File: src/rtl/multicycle_control.sv
// ----------------------------------------------------------------------------
// multicycle_control
//   Control unit for a multicycle LEGv8-style datapath. A Moore state machine
//   walks each instruction through fetch, decode and the execution steps its
//   class needs. Every strobe is registered and decoded from the state being
//   entered, so the outputs always belong to the state shown on `state`.
//
// Ports
//   CLK          : clock, all updates on the rising edge
//   reset        : synchronous active-low reset
//   opcode[10:0] : instruction bits [31:21] from the instruction register
//   Zero         : ALU zero flag (the datapath gates PCWriteCond with it)
//   IRWrite, MemRead, MemWrite, IorD, RegWrite, MemtoReg, Reg2Loc, ALUSrcA,
//   PCWrite, PCWriteCond      : 1-bit registered strobes
//   ALUSrcB[1:0] : 00 B, 01 PC_INC, 10 SignExt, 11 SignExt<<2
//   ALUOp[1:0]   : 00 add, 01 pass-B, 10 funct
//   PCSource[1:0]: 00 ALU result, 01 ALUOut
//   state[3:0]   : current state encoding
//   illegal      : sticky, set once an undecodable opcode reaches TRAP
// ----------------------------------------------------------------------------
module multicycle_control #(
    parameter int PC_INC = 4
) (
    input  logic        CLK,
    input  logic        reset,
    input  logic [10:0] opcode,
    input  logic        Zero,
    output logic        IRWrite,
    output logic        MemRead,
    output logic        MemWrite,
    output logic        IorD,
    output logic        RegWrite,
    output logic        MemtoReg,
    output logic        Reg2Loc,
    output logic        ALUSrcA,
    output logic        PCWrite,
    output logic        PCWriteCond,
    output logic [1:0]  ALUSrcB,
    output logic [1:0]  ALUOp,
    output logic [1:0]  PCSource,
    output logic [3:0]  state,
    output logic        illegal
);

    typedef enum logic [3:0] {
        S_FETCH  = 4'd0,
        S_DECODE = 4'd1,
        S_MEMADR = 4'd2,
        S_MEMRD  = 4'd3,
        S_MEMWB  = 4'd4,
        S_MEMWR  = 4'd5,
        S_EXEC_R = 4'd6,
        S_EXEC_I = 4'd7,
        S_ALUWB  = 4'd8,
        S_CBZ    = 4'd9,
        S_BR     = 4'd10,
        S_TRAP   = 4'd15
    } state_t;

    typedef struct packed {
        logic       ir_write;
        logic       mem_read;
        logic       mem_write;
        logic       iord;
        logic       reg_write;
        logic       mem_to_reg;
        logic       reg2loc;
        logic       alu_src_a;
        logic       pc_write;
        logic       pc_write_cond;
        logic [1:0] alu_src_b;
        logic [1:0] alu_op;
        logic [1:0] pc_source;
    } ctrl_t;

    localparam logic [10:0] OP_LDUR = 11'b11111000010;
    localparam logic [10:0] OP_STUR = 11'b11111000000;

    // The increment constant lives in the datapath; control only selects its
    // mux leg. A zero increment makes that leg identical to "no change".
    localparam logic [1:0] SRCB_INC = (PC_INC != 0) ? 2'b01 : 2'b00;

    state_t state_q, state_d;
    ctrl_t  ctrl_q, ctrl_d;
    logic   illegal_q, illegal_d;
    // Cleared by reset: holds the machine in FETCH with strobes low for the
    // first edge after release, so FETCH strobes appear on that edge.
    logic   run_q, run_d;
    logic   is_stur;

    // Zero only qualifies the PC write inside the datapath.
    logic   unused_zero;
    assign unused_zero = Zero;

    function automatic state_t decode_target(input logic [10:0] op);
        state_t nxt;
        nxt = S_TRAP;
        casez (op)
            OP_LDUR, OP_STUR:                 nxt = S_MEMADR;
            11'b10001011000, 11'b11001011000,
            11'b10001010000, 11'b10101010000: nxt = S_EXEC_R;
            11'b1?01000100?:                  nxt = S_EXEC_I;
            11'b10110100???:                  nxt = S_CBZ;
            11'b000101?????:                  nxt = S_BR;
            default:                          nxt = S_TRAP;
        endcase
        return nxt;
    endfunction

    function automatic ctrl_t ctrl_for(input state_t s, input logic stur);
        ctrl_t c;
        c = '0;
        case (s)
            S_FETCH: begin
                c.mem_read  = 1'b1;
                c.ir_write  = 1'b1;
                c.alu_src_b = SRCB_INC;
                c.pc_write  = 1'b1;
            end
            S_DECODE: c.alu_src_b = 2'b11;
            S_MEMADR: begin
                c.alu_src_a = 1'b1;
                c.alu_src_b = 2'b10;
                c.reg2loc   = stur;
            end
            S_MEMRD: begin
                c.mem_read = 1'b1;
                c.iord     = 1'b1;
            end
            S_MEMWB: begin
                c.reg_write  = 1'b1;
                c.mem_to_reg = 1'b1;
            end
            S_MEMWR: begin
                c.mem_write = 1'b1;
                c.iord      = 1'b1;
                c.reg2loc   = 1'b1;
            end
            S_EXEC_R: begin
                c.alu_src_a = 1'b1;
                c.alu_op    = 2'b10;
            end
            S_EXEC_I: begin
                c.alu_src_a = 1'b1;
                c.alu_src_b = 2'b10;
                c.alu_op    = 2'b10;
            end
            S_ALUWB: c.reg_write = 1'b1;
            S_CBZ: begin
                c.alu_src_a     = 1'b1;
                c.alu_op        = 2'b01;
                c.reg2loc       = 1'b1;
                c.pc_write_cond = 1'b1;
                c.pc_source     = 2'b01;
            end
            S_BR: begin
                c.pc_write  = 1'b1;
                c.pc_source = 2'b01;
            end
            default: c = '0;
        endcase
        return c;
    endfunction

    assign is_stur = (opcode == OP_STUR);

    always_comb begin
        state_d = state_q;
        run_d   = 1'b1;
        if (!run_q) begin
            state_d = S_FETCH;
        end else begin
            case (state_q)
                S_FETCH:  state_d = S_DECODE;
                S_DECODE: state_d = decode_target(opcode);
                S_MEMADR: state_d = is_stur ? S_MEMWR : S_MEMRD;
                S_MEMRD:  state_d = S_MEMWB;
                S_EXEC_R, S_EXEC_I: state_d = S_ALUWB;
                S_MEMWB, S_MEMWR, S_ALUWB, S_CBZ, S_BR: state_d = S_FETCH;
                // TRAP absorbs; unused encodings 11..14 fall in here too.
                default:  state_d = S_TRAP;
            endcase
        end
        // Outputs are decoded from the state being entered so that, once
        // registered, they line up with state_q.
        ctrl_d    = ctrl_for(state_d, is_stur);
        illegal_d = illegal_q | (state_d == S_TRAP);
    end

    always_ff @(posedge CLK) begin
        if (!reset) begin
            state_q   <= S_FETCH;
            ctrl_q    <= '0;
            illegal_q <= 1'b0;
            run_q     <= 1'b0;
        end else begin
            state_q   <= state_d;
            ctrl_q    <= ctrl_d;
            illegal_q <= illegal_d;
            run_q     <= run_d;
        end
    end

    assign IRWrite     = ctrl_q.ir_write;
    assign MemRead     = ctrl_q.mem_read;
    assign MemWrite    = ctrl_q.mem_write;
    assign IorD        = ctrl_q.iord;
    assign RegWrite    = ctrl_q.reg_write;
    assign MemtoReg    = ctrl_q.mem_to_reg;
    assign Reg2Loc     = ctrl_q.reg2loc;
    assign ALUSrcA     = ctrl_q.alu_src_a;
    assign PCWrite     = ctrl_q.pc_write;
    assign PCWriteCond = ctrl_q.pc_write_cond;
    assign ALUSrcB     = ctrl_q.alu_src_b;
    assign ALUOp       = ctrl_q.alu_op;
    assign PCSource    = ctrl_q.pc_source;
    assign state       = state_q;
    assign illegal     = illegal_q;

endmodule

File: config.mk
export PLATFORM = sky130hd
export DESIGN_NAME = multicycle_control
export DESIGN_NICKNAME = d
export VERILOG_FILES = /design/src/rtl/multicycle_control.sv
export SDC_FILE = /design/constraint.sdc
export NUM_CORES = 1
export LEC_CHECK = 0
export BUFFER_PORTS_ARGS = -buffer_cell sky130_fd_sc_hd__buf_2
export CORE_AREA = 5 5 51 53
export CTS_BUF_LIST = sky130_fd_sc_hd__clkbuf_8 sky130_fd_sc_hd__clkbuf_16
export DETAILED_ROUTE_END_ITERATION = 8
export DIE_AREA = 0 0 56 58
export GPL_TIMING_DRIVEN = 0
export PLACE_DENSITY = 0.8
export SLEW_MARGIN = 10
export SYNTH_ARGS = -nofsm -noshare
export SYNTH_HDL_FRONTEND = slang
export SYNTH_SLANG_ARGS = --single-unit
File: constraint.sdc
create_clock -name CLK -period 5.4 [get_ports CLK]
set_clock_uncertainty 0.05 [all_clocks]
set_input_delay 1.08 -clock CLK [delete_from_list [all_inputs] [get_ports CLK]]
set_output_delay 1.08 -clock CLK [all_outputs]
set_load 0.01 [all_outputs]
==> results.txt <==
- Slew at the pin with the worst max-slew slack: about 600 ps
* Final-report max-slew violation count: 0
- Average instance area after synthesis: between 9 and 10 um2
- For this run, the register share of the synthesized area comes to 0.400.
- Setup TNS: 0 ps
* GPL Wtd Cong: roughly 0.83
- Entering global routing, the biggest net connects 13 pins.
- CTS placed an instance of sky130_fd_sc_hd__clkbuf_8 at the clock tree root.
- Post-Synthesis Cell Area: ~1100 um2
* Post-synth cell types: 45
* Reg-to-Reg Start: state[3]
- Via count normalized by instance count: ~5.7
- Max-cap violations: 0
- Data on the critical path is required at its endpoint by between 5000 and 6000 ps.
- Clock-pin slew was measured on the worst setup and hold paths at 70 ps.
- Full die area: 3250 um2
- In this run the worst hold path is classified as reg -> reg.
* Peak clock frequency supported by timing: about 370 MHz
* Number of flip-flops under the largest register name: 4
- Worst setup path class: in -> reg
- Count of clock tree sinks: 21
- In the final layout, the share of cells above drive strength 1 is 0.322.
- Counting I/O delays and the setup requirement, the final critical path takes 2740 ps.
- In the global route stage, overall resource usage came out at 0.158.
* Total via count in the routed design: around 1,000
- Final core utilization: 0.614
* Overall Power: roughly 330 uW
- Of the post-synthesis cell area, the dominant cell type holds 0.400.
- Congestion Overflow GR: 0
- Summed over all nets, the half-perimeter wirelength after detailed placement is approximately 1900 um.
- Number of warnings printed during yosys synthesis: 0
- The pre-antenna-repair detailed-routing pass consisted of 4 iterations.
- Cell with the most instances after synthesis: sky130_fd_sc_hd__dfxtp_1
- Initial Utilization: 0.500
- In this run the power density over the cells is 256 nW/um2.
- In this run the worst setup path begins at opcode[0].
* Number of routed nets with antenna violations: 0
- Number of filler instances in the final layout: just under 200
- Number of DRC markers after the initial detailed-route iteration: 43
* Crit path arrival time: 2850 ps
- Predominant post-synthesis flop cell: sky130_fd_sc_hd__dfxtp_1
* Hold-fix buffer count after cts: 0
- Gate Count Post-Synth: around 120
* Crit path capture type: register
- Max-Slew Margin vs Limit: 0.602
- The largest total area in the synthesized netlist belongs to sky130_fd_sc_hd__dfxtp_1.
- Hold Violations, Final: 0
- Status: completed
- The signal on the critical path passes through buf_2 -> nor4b_4 -> a21oi_1 -> o2111a_2 -> a211o_1 -> a21o_1 -> a2111oi_2.
* Y dimension of the die: between 50 and 60 um
* Post-CTS sizing: 0
* Core area: around 2100 um2
- The repair_antennas step left the layout with diodes totalling 0.
- Number of antenna violations at the first check in global routing: 0
* Top cell family by delay on the critical path: compound AO/OA/AOI/OAI gates
- At the end of the flow, the number of nets in the layout was about 170.
- Clock latency reported for the late side of the worst-skew pair: around 260 ps
- Area growth from synthesis to final layout: 22.9%
* Startpoint type of the worst setup path: primary input
- Buffers added to address setup during post-CTS repair amount to 0.
- Across the VDD grid, the largest voltage drop is about 220 uV.
- Top area cells in the synthesized netlist: sky130_fd_sc_hd__dfxtp_1 (40%), sky130_fd_sc_hd__nand2_1 (3.9%), sky130_fd_sc_hd__nor2_1 (3.6%)
- Number of enable flip-flop cells after synthesis: 0
* Global-route wire length before repair: about 4200 um
- Via count of the first global-routing pass: 964
- Hold Worst Slack: between 400 and 500 ps
- Dividing the detail-routed wire length by the instance count gives 13.9 um.
* Hold path startpoint: illegal
- In this run the worst path has a maximum fanout of 4.
- RSZ-0062 raised after global routing: false
* Total of flip-flops plus latches after synthesis: 21
* Clock tree from TritonCTS: built
- Share of the clock period used by the worst path after layout: 0.507
- For this run, the slowest stage of the critical path takes between 300 and 400 ps.
- Number of remaining DRC errors: 0
- Leakage power of the design: 0.568 nW
* IO Count: 35
- Among all stages on the critical path, the largest delay is contributed by sky130_fd_sc_hd__nor4b_4.
* Net count of the mapped netlist: 130
* Quantity of I/O buffers inserted on ports: 32
- Detailed Route WL: between 2000 and 3000 um
- Share of synthesized flip-flops with an asynchronous set or reset: 0
- # H-tree levels: 1
* Longest Clk Path Bufs: 2
- Final number of setup-violating endpoints: 0
- Site row count: 17
* Buffers and inverters on the worst path: 1
- Commonest cells in the netlist: sky130_fd_sc_hd__dfxtp_1 (21), sky130_fd_sc_hd__nand2_1 (11), sky130_fd_sc_hd__nor2_1 (10), sky130_fd_sc_hd__o21ai_0 (6)
* Number of buffers inserted during clock tree synthesis: 3
* Die width: around 56 um
[routing by layer]
layer  global-route usage  up-vias  routed length (um)  share of wire
met5                    0        -                   0              0
li1                     -      501                   -              -
met2                0.265       43                1200           0.48
met1                0.192      477                1090           0.43
met3               0.0445        5                 183          0.073
met4               0.0644        0                  26          0.010
[report_power, final]
group	total [mW]	switching, mW	leakage (nW)	internal [mW]
clock	0.103	0.0514	0.0255	0.0514
sequential	0.165	0.00224	0.172	0.162
combinational	0.0641	0.0376	0.371	0.0265
[layout make-up]
cell class,count,area (um2),area share
Inverter,2,7.51,0.00580
Tap cell,28,35.0,0.0271
Clock inverter,1,5.00,0.00387
Timing Repair Buffer,32,160,0.124
Buffer,5,25.0,0.0193
Sequential cell,21,420,0.325
Multi-Input combinational cell,88,599,0.463
Clock buffer,3,41.3,0.0319
[worst paths after layout]
kind	endpoint	slack, ps	depth (start not counted)
setup / recovery	ALUSrcB[1]	2660	7
hold / removal	illegal	420	1
hold reg to reg	illegal	420	1
setup reg to reg	ALUSrcA	3190	7
[metrics by stage]
| stage | cells | instance area (um2) | worst slack [ps] |
|---|---|---|---|
| after detailed placement | 176 | 1250 | 2390 |
| after global placement | 176 | 1250 | 2430 |
| after floorplan | 116 | 1050 | 2680 |
| after global routing | 180 | 1290 | 2550 |
| final | 180 | 1290 | 2660 |
| after CTS | 180 | 1290 | 2660 |
[placed cells by master, fill, tap and decap left out, types with 2 or more instances in the layout]
cell / instances
sky130_fd_sc_hd__buf_2: 34
sky130_fd_sc_hd__a21o_1: 3
sky130_fd_sc_hd__o211ai_1: 2
sky130_fd_sc_hd__a211o_1: 2
sky130_fd_sc_hd__nand3_1: 5
sky130_fd_sc_hd__a31o_2: 2
sky130_fd_sc_hd__clkbuf_1: 2
sky130_fd_sc_hd__mux2i_1: 2
sky130_fd_sc_hd__nor3_1: 4
sky130_fd_sc_hd__clkbuf_8: 3
sky130_fd_sc_hd__dfxtp_1: 21
sky130_fd_sc_hd__o21ai_0: 6
sky130_fd_sc_hd__inv_1: 2
sky130_fd_sc_hd__a21oi_1: 5
sky130_fd_sc_hd__nand4_1: 3
sky130_fd_sc_hd__xnor2_1: 3
sky130_fd_sc_hd__or4b_1: 2
sky130_fd_sc_hd__nor2b_1: 3
sky130_fd_sc_hd__nor2_1: 10
sky130_fd_sc_hd__nand2_1: 11
[cells by family after synthesis]
family	Yosys count	synth area share
buffers and inverters	7	0.0309
xor gates and xnor gates	4	0.0333
muxes	2	0.0190
other	1	0.00356
AOI/OAI and AO/OA	31	0.228
and+or+nand+nor	50	0.285
DFF	21	0.400
Power figures use the tool's default switching activity.
